$ cat src/rtl/frv_wb_pkg.sv
// Shared types for the FazyRV imem/dmem Wishbone arbiter.
// Grant states, request bundle and the watchdog width helper.
package frv_wb_pkg;

  typedef enum logic [1:0] {
    IDLE,
    GNT_I,
    GNT_D
  } arb_state_e;

  typedef struct packed {
    logic        cyc;
    logic        stb;
    logic        we;
    logic [3:0]  be;
    logic [31:0] adr;
    logic [31:0] dat;
  } wb_req_t;

  localparam logic [3:0] IMEM_BE = 4'hF;

  function automatic int cnt_w(input int t);
    return (t < 1) ? 1 : $clog2(t + 1);
  endfunction

endpackage

$ cat src/rtl/frv_wb_watchdog.sv
// Bus watchdog: counts unacknowledged granted cycles and forces
// completion once TIMEOUT cycles have elapsed; keeps a sticky flag.
module frv_wb_watchdog
  import frv_wb_pkg::*;
#(
  parameter int TIMEOUT = 255
) (
  input  logic clk_i,
  input  logic rst_i,
  input  logic active_i,
  input  logic ack_i,
  output logic expire_o,
  output logic flag_o
);

  localparam bit EN = (TIMEOUT > 0);
  localparam int CW = cnt_w(TIMEOUT);
  localparam int LIM = EN ? TIMEOUT - 1 : 0;
  localparam logic [CW-1:0] LAST = CW'(LIM);

  logic [CW-1:0] cnt;

  // Fires in the cycle the count reaches TIMEOUT; a real ack wins.
  assign expire_o = EN && active_i && !ack_i && (cnt == LAST);

  always_ff @(posedge clk_i) begin
    if (rst_i || !EN || !active_i || ack_i || expire_o) begin
      cnt <= '0;
    end else begin
      cnt <= cnt + 1'b1;
    end
  end

  always_ff @(posedge clk_i) begin
    if (rst_i) begin
      flag_o <= 1'b0;
    end else if (expire_o) begin
      flag_o <= 1'b1;
    end
  end

endmodule

$ cat src/rtl/frv_wb_arbiter.sv
// Two-master (imem/dmem) to one-slave Wishbone classic arbiter
// with fixed-dmem or round-robin priority and a bus watchdog.
module frv_wb_arbiter
  import frv_wb_pkg::*;
#(
  parameter string       PRIO    = "DMEM",
  parameter int          TIMEOUT = 255,
  parameter logic [31:0] TO_DATA = 32'hFFFF_FFFF
) (
  input  logic        clk_i,
  input  logic        rst_i,
  input  logic        s_imem_cyc_i,
  input  logic        s_imem_stb_i,
  input  logic [31:0] s_imem_adr_i,
  output logic [31:0] s_imem_dat_o,
  output logic        s_imem_ack_o,
  input  logic        s_dmem_cyc_i,
  input  logic        s_dmem_stb_i,
  input  logic        s_dmem_we_i,
  input  logic [3:0]  s_dmem_be_i,
  input  logic [31:0] s_dmem_adr_i,
  input  logic [31:0] s_dmem_dat_i,
  output logic [31:0] s_dmem_dat_o,
  output logic        s_dmem_ack_o,
  output logic        m_cyc_o,
  output logic        m_stb_o,
  output logic        m_we_o,
  output logic [3:0]  m_be_o,
  output logic [31:0] m_adr_o,
  output logic [31:0] m_dat_o,
  input  logic [31:0] m_dat_i,
  input  logic        m_ack_i,
  output logic        timeout_o
);

  localparam bit RR = (PRIO == "RR");

  arb_state_e state, state_nx;
  wb_req_t    ireq, dreq, mreq;
  logic       i_req, d_req, pick_d;
  logic       last_i, expire, done;

  assign ireq = '{cyc: s_imem_cyc_i, stb: s_imem_stb_i,
                  we: 1'b0, be: IMEM_BE,
                  adr: s_imem_adr_i, dat: '0};
  assign dreq = '{cyc: s_dmem_cyc_i, stb: s_dmem_stb_i,
                  we: s_dmem_we_i, be: s_dmem_be_i,
                  adr: s_dmem_adr_i, dat: s_dmem_dat_i};

  assign i_req = ireq.cyc & ireq.stb;
  assign d_req = dreq.cyc & dreq.stb;
  // RR: dmem wins a tie only if imem was granted last
  assign pick_d = d_req & (!i_req | !RR | last_i);

  always_ff @(posedge clk_i) begin
    if (rst_i) begin
      state <= IDLE;
    end else begin
      state <= state_nx;
    end
  end

  always_ff @(posedge clk_i) begin
    if (rst_i) begin
      last_i <= 1'b0;
    end else if (state == IDLE && (i_req | d_req)) begin
      last_i <= !pick_d;
    end
  end

  always_comb begin
    state_nx = state;
    unique case (state)
      IDLE: begin
        if (i_req | d_req) begin
          state_nx = pick_d ? GNT_D : GNT_I;
        end
      end
      GNT_I, GNT_D: begin
        if (!mreq.cyc || m_ack_i || expire) begin
          state_nx = IDLE;
        end
      end
      default: state_nx = IDLE;
    endcase
  end

  always_comb begin
    mreq = '0;
    unique case (state)
      GNT_I:   mreq = ireq;
      GNT_D:   mreq = dreq;
      default: mreq = '0;
    endcase
  end

  frv_wb_watchdog #(
    .TIMEOUT(TIMEOUT)
  ) u_wdog (
    .clk_i   (clk_i),
    .rst_i   (rst_i),
    .active_i(mreq.cyc & mreq.stb),
    .ack_i   (m_ack_i),
    .expire_o(expire),
    .flag_o  (timeout_o)
  );

  assign done = mreq.cyc & (m_ack_i | expire);

  assign m_cyc_o = (state != IDLE) & !expire;
  assign m_stb_o = m_cyc_o;
  assign m_we_o  = mreq.we;
  assign m_be_o  = mreq.be;
  assign m_adr_o = mreq.adr;
  assign m_dat_o = mreq.dat;

  assign s_imem_ack_o = (state == GNT_I) & done;
  assign s_dmem_ack_o = (state == GNT_D) & done;
  assign s_imem_dat_o = expire ? TO_DATA : m_dat_i;
  assign s_dmem_dat_o = expire ? TO_DATA : m_dat_i;

endmodule

$ cat config.mk
export PLATFORM = sky130hd
export DESIGN_NAME = frv_wb_arbiter
export DESIGN_NICKNAME = d
export VERILOG_FILES = /design/src/rtl/frv_wb_pkg.sv /design/src/rtl/frv_wb_watchdog.sv /design/src/rtl/frv_wb_arbiter.sv
export SDC_FILE = /design/constraint.sdc
export NUM_CORES = 1
export LEC_CHECK = 0
export ABC_AREA = 1
export CELL_PAD_IN_SITES_DETAIL_PLACEMENT = 1
export CELL_PAD_IN_SITES_GLOBAL_PLACEMENT = 2
export CORE_MARGIN = 2
export CORE_UTILIZATION = 10
export DETAILED_ROUTE_END_ITERATION = 7
export GPL_TIMING_DRIVEN = 0
export HOLD_SLACK_MARGIN = 0.12
export PLACE_DENSITY = 0.95
export SLEW_MARGIN = 20
export SYNTH_ARGS = -nofsm -noshare
export SYNTH_HDL_FRONTEND = slang
export SYNTH_SLANG_ARGS = --single-unit
$ cat constraint.sdc
create_clock -name clk_i -period 2.2 [get_ports clk_i]
set_clock_uncertainty 0.15 [all_clocks]
set_input_delay 0.44 -clock clk_i [delete_from_list [all_inputs] [get_ports clk_i]]
set_output_delay 0.44 -clock clk_i [all_outputs]
set_load 0.005 [all_outputs]
==> results.toml, run 1 <==
[placement]
gp_congestion = 0.747
placed_area_um2 = 4900
io_buffers = 277
place_ws_ns = -0.829
dp_hpwl_um = 9690

[drt]
via_per_inst = 3.68
vias = 3287
route.detailed.drc = 0
routed_wl_um = 12700
detail-route-antenna-nets = 0
drt-wirelength-per-cell_um = 14.3
first_pass_iters = 3
first_iter_violations = 30

[setup_path]
startpoint = "state[1]$_SDFFE_PP0P_"
worstPathArrival_ns = 2.00
critPathRequiredTime_ns = 1.61
cp_max_fo = 7
startpoint_type = "register"
reg2reg_from = "state[1]$_SDFFE_PP0P_"
worstSetupPathType = "reg -> out"
end_kind = "primary output"

[grt]
grt_usage_pct = 11.5
antenna_found_initial = 0
grt_pass1_vias = 3125
grt_pass1_wl_um = 18000
grt_overflow = 0
grt_max_degree = 11

[job]
maxCapViolCount = 0

[floorplanning]
die_area_um2 = 19500
ios = 278
core_um2 = 18000
fp.dieH_um = 140
die_w_um = 140
start_util_pct = 10.2
num_rows = 49

[cells_and_area]
drive_gt1_share_pct = 55.8
fillers = 2145
stdcell_area_um2 = 6080
multi_input_area_um2 = 1590
register_area_um2 = 228
area_growth_pct = 231
final_nets = 811
antenna_cells = 0
final_core_util_pct = 33.8

[sta]
worst_pin_slew_ns = 0.273
min_period_ns = 2.59
maxSlewViolCount = 0
post-route-period-util_pct = 118
setup_violations = 123
fmax_ghz = 0.386
rsz0062_at_grt = "true"
setup_ws_ns = -0.393
hold_viol_final = 0
slew_headroom_pct = 81.7

[synthesis]
netlist_instances = 334
synth.distinct_cells = 23
yosysMostFrequentCell = "nand2_1"
avgSynthCellArea_um2 = 5.50
synthTopCellsByCount = "119 x nand2_1, 41 x inv_1, 38 x a21oi_1"
netlist_area_um2 = 1840
ys_async_sr_fraction_pct = 0
synth_top_area_share_pct = 24.3
syn_nets = 479
synth_area_leader_cell = "nand2_1"
synthFlopType = "dfxtp_1"
ys_seq_area_share_pct = 12.0
synth-seq-cells = 11
yosysWarnings = 0
synth.area.top_cells = "nand2_1 24%, buf_4 13%, dfxtp_1 12%"
synth_edf_count = 0

[clock_network]
cts_inserted_buffers = 3
clock_sinks = 11
clk_latency_ns = 0.24
clkTransAtPathRegs_ns = 0.05
h-tree-depth = 1
cts.root.buffer_cell = "clkbuf_16"
cts_tree = "done"
cts_buffer_depth = 2

[power]
p_total_uw = 1760
ir_drop_mv = 0.314
power_leakage_uw = 0.00305
p_per_area_nw_per_um2 = 290

[worst_hold_path]
hold_path_class = "reg -> reg"
hp-start = "u_wdog.cnt[0]$_SDFF_PP0_"

[run_status]
outcome = "finished, violations left"
violations = "setup timing"
state kept, by name, summed over array words and instances, names as in the netlist:
signal         count
state              2
u_wdog.cnt         8
u_wdog.flag_o      1
metal layers:
layer,up-vias,part of all wire (%),global-route usage (%)
met2,112,55,22.8
met5,-,0,0
met4,0,0.42,1.01
met1,1535,39,13.7
met3,5,5.1,1.31
li1,1635,-,-
critical path: stages, from the launching register on:
cell     delay [ns]
dfxtp_4        0.38
inv_4          0.05
ha_4           0.15
buf_6          0.13
nand2_4        0.06
nand2_4        0.05
nand2_4        0.07
nor2_4         0.04
nand2_4        0.11
inv_8          0.08
buf_8          0.14
or2_4          0.26
buf_4          0.13
buf_2          0.11
worst paths after layout:
| kind | endpoint | slack, ns | cells after the start |
|---|---|---|---|
| min reg2reg | u_wdog.cnt[0]$_SDFF_PP0_ | 0.31 | 1 |
| max | s_imem_dat_o[28] | -0.39 | 13 |
| min | u_wdog.cnt[0]$_SDFF_PP0_ | 0.31 | 1 |
| max reg2reg | state[1]$_SDFFE_PP0P_ | 0.40 | 13 |
repair_timing:
action,in CTS,in global routing
hold buffers,0,0
endpoints found under the setup margin,137,137
gates cloned,5,3
pin swaps,22,24
setup buffers,12,33
resized for setup,549,262
layout make-up:
type	instances	area share, %
repair inverters	1	0.144
inverters	43	3.09
flip-flops and latches	11	3.75
plain buffers	48	9.72
clock buffers	3	1.24
clock inverters	1	0.0824
repair buffers	329	51.1
well taps	229	4.72
multi-input cells	229	26.2
placed cells by master, fill, tap and decap left out, types with 26 or more instances in the layout:
cell type	instances
clkdlybuf4s50_1	135
buf_6	108
nand2_1	68
buf_2	43
inv_1	35
nand2_2	33
a21oi_2	32
clkbuf_2	31
or2_4	29
buf_4	26
power breakdown:
part           switching [µW]  internal [µW]
Clock                     105            242
Sequential               7.44            204
Combinational             466            739
Total                     578           1190
cells by family after synthesis:
| logic type | synth area share (%) |
|---|---|
| and+or+nand+nor | 42.8 |
| buffers and inverters | 28.1 |
| xor gates and xnor gates | 1.91 |
| adders and majority gates | 3.41 |
| DFF | 12.0 |
| AOI/OAI and AO/OA | 11.7 |
metrics by stage:
step / hold WS, ns / TNS, ns / instances
floorplan: 0.280 / 0 / 334
global placement: 0.294 / -68.55 / 840
detailed placement: 0.302 / -70.96 / 840
CTS: 0.313 / -31.80 / 861
global route: 0.358 / -34.25 / 894
finish: 0.306 / -25.04 / 894
(Power assumes the default switching activity.)
==> run 2, diff against run 1 <==
--- a/config.mk
+++ b/config.mk
@@ -8,8 +8,8 @@
 export ABC_AREA = 1
 export CELL_PAD_IN_SITES_DETAIL_PLACEMENT = 1
 export CELL_PAD_IN_SITES_GLOBAL_PLACEMENT = 2
-export CORE_MARGIN = 2
 export CORE_UTILIZATION = 10
+export CTS_BUF_LIST = sky130_fd_sc_hd__clkbuf_4
 export DETAILED_ROUTE_END_ITERATION = 7
 export GPL_TIMING_DRIVEN = 0
 export HOLD_SLACK_MARGIN = 0.12
==> results.toml, run 2 (synthesis gave the netlist of run 1 again) <==
[setup_path]
slowest_stage = "dfxtp_4"
critPathRequiredTime_ns = 1.61
reg2regPathDepth = 12
startpoint_type = "register"
crit_chain = "inv_4 > ha_4 > nand2_2 > nand2_2 > nand2_4 > nor2_4 > nand2_4 > clkinv_8 > buf_6 > or2_1 > buf_4 > buf_6"
reg2reg_from = "state[0]$_SDFFE_PP0P_"
crit_buf_inv = 5
r2r_slack_ns = 0.51
worstPathArrival_ns = 1.93
cp_max_fo = 7
end_kind = "primary output"
cpLargestDelayFamily = "simple AND/OR/NAND/NOR gates"
max_stage_delay_ns = 0.38
reg2reg_to = "state[1]$_SDFFE_PP0P_"
worstSetupPathType = "reg -> out"

[cells_and_area]
largest-register = "u_wdog.cnt"
top_regs = "u_wdog.cnt (8), state (2), u_wdog.flag_o (1)"
multi_input_area_um2 = 1740
final_nets = 815
largest_reg_flops = 8
antenna_cells = 0
fillers = 2127
area_growth_pct = 245
register_area_um2 = 229
drive_gt1_share_pct = 64.3
mostFrequentLayoutCell = "clkdlybuf4s50_1"
layout_common_cells = "135 x clkdlybuf4s50_1, 126 x buf_6, 53 x buf_2, 52 x nand2_2, 35 x nand2_4"

[placement]
io_buffers = 277
place_ws_ns = -0.813
gp_congestion = 0.744
dp_hpwl_um = 9680

[clock_network]
cts.root.buffer_cell = "clkbuf_4"
holdBufCountCts = 0
h-tree-depth = 1
cts_tree = "done"
cts_buffer_depth = 2
clkTransAtPathRegs_ns = 0.08
cts_inserted_buffers = 3
clock_sinks = 11
clk_latency_ns = 0.27

[sta]
hold_viol_final = 0
post-route-period-util_pct = 115
setup_violations = 135
fin_hold_ws_ns = 0.280
min_period_ns = 2.52
fmax_ghz = 0.397
rsz0062_at_grt = "true"
maxSlewViolCount = 0
setup_ws_ns = -0.322
slew_headroom_pct = 81.0
worst_pin_slew_ns = 0.284

[power]
power_leakage_uw = 0.00316
ir_drop_mv = 0.201
seqPwrFrac_pct = 12.4
p_per_area_nw_per_um2 = 267
p_sw_uw = 591
pwr-share-comb_pct = 78.6
netSwitchingFraction_pct = 35.0
p_clk_share_pct = 9.0
intPower_uw = 1100

[drt]
route.detailed.drc = 0
first_pass_iters = 4
routed_wl_um = 13100
detail-route-antenna-nets = 0
via_per_inst = 3.73
first_iter_violations = 72
drt-wirelength-per-cell_um = 14.6
vias = 3349

[run_status]
violations = "setup timing"
outcome = "finished, violations left"

[grt]
grt_pass1_vias = 3116
globalRouteMet3Util_pct = 1.43
grt_usage_pct = 11.5
grt_overflow = 0
grt_util_met2_pct = 23.5
antenna_found_initial = 0
grt_max_degree = 11
met1_usage_pct = 12.4
top_usage_layer = "met2"
grt_pass1_wl_um = 16800

[job]
maxCapViolCount = 0

[floorplanning]
ios = 278
die_area_um2 = 18900
fp.dieH_um = 138
start_util_pct = 10.2
die_w_um = 138
core_um2 = 18000
num_rows = 49

[worst_hold_path]
hold_path_class = "reg -> reg"
hp-start = "u_wdog.cnt[0]$_SDFF_PP0_"
hold_end = "u_wdog.cnt[0]$_SDFF_PP0_"
hold_path_depth = 1
run 2: power by group through the flow:
stage / Sequential, µW / Combinational (µW) / Clock [µW]
floorplan: 209 / 282 / 0
global placement: 210 / 858 / 0
detailed placement: 210 / 869 / 0
CTS: 210 / 1130 / 160
global route: 210 / 1420 / 170
finish: 209 / 1330 / 152
run 2: worst max path at each step:
stage,from,to,cells after the start
final,state[1]$_SDFFE_PP0P_,s_imem_dat_o[20],12
after global routing,state[1]$_SDFFE_PP0P_,s_dmem_ack_o,13
after CTS,state[1]$_SDFFE_PP0P_,s_imem_dat_o[25],14
after detailed placement,s_imem_cyc_i,s_imem_dat_o[29],11
after global placement,s_dmem_cyc_i,s_imem_dat_o[13],11
after floorplan,state[0]$_SDFFE_PP0P_,s_imem_dat_o[24],12
run 2: per-stage QoR:
step	power (µW)	cells	setup TNS [ns]	util (%)	instance area, µm²
2_1_floorplan	492	334	0	-	1840
3_3_place_gp	1070	840	-68.84	27.3	4900
3_5_place_dp	1080	840	-70.07	27.3	4900
4_1_cts	1500	880	-30.57	32.0	5740
5_1_grt	1790	898	-37.04	35.2	6330
6_report	1690	898	-26.79	35.2	6330
run 2: layer usage:
layer	part of all wire, %	wire [µm]
met1	35	4590
met2	57	7530
met3	6.6	861
met4	1.0	133
met5	0	0
run 2: what timing repair did:
action                     in CTS  in global routing
pin swaps                      24                 50
setup endpoints to repair     137                137
buffers inserted               32                 22
resized for setup             723                233
gates cloned                    6                  4
run 2: worst reg2reg max path, delay by kind of cell, from the launching register on:
family | cells | cell delay [ns]
flip-flops | 1 | 0.36
AO/OA/AOI/OAI | 1 | 0.11
adder cells (fa/ha/maj) | 1 | 0.17
AND/OR/NAND/NOR | 7 | 0.49
buffers and inverters | 3 | 0.33
run 2: cell type report:
| cell class | count | area share (%) |
|---|---|---|
| timing repair inverter | 1 | 0.138 |
| inverter | 43 | 3.08 |
| sequential | 11 | 3.62 |
| multi-input combinational | 229 | 27.5 |
| tap | 229 | 4.53 |
| timing repair buffer | 335 | 50.9 |
| clock buffer | 4 | 0.474 |
| buffer | 46 | 9.75 |
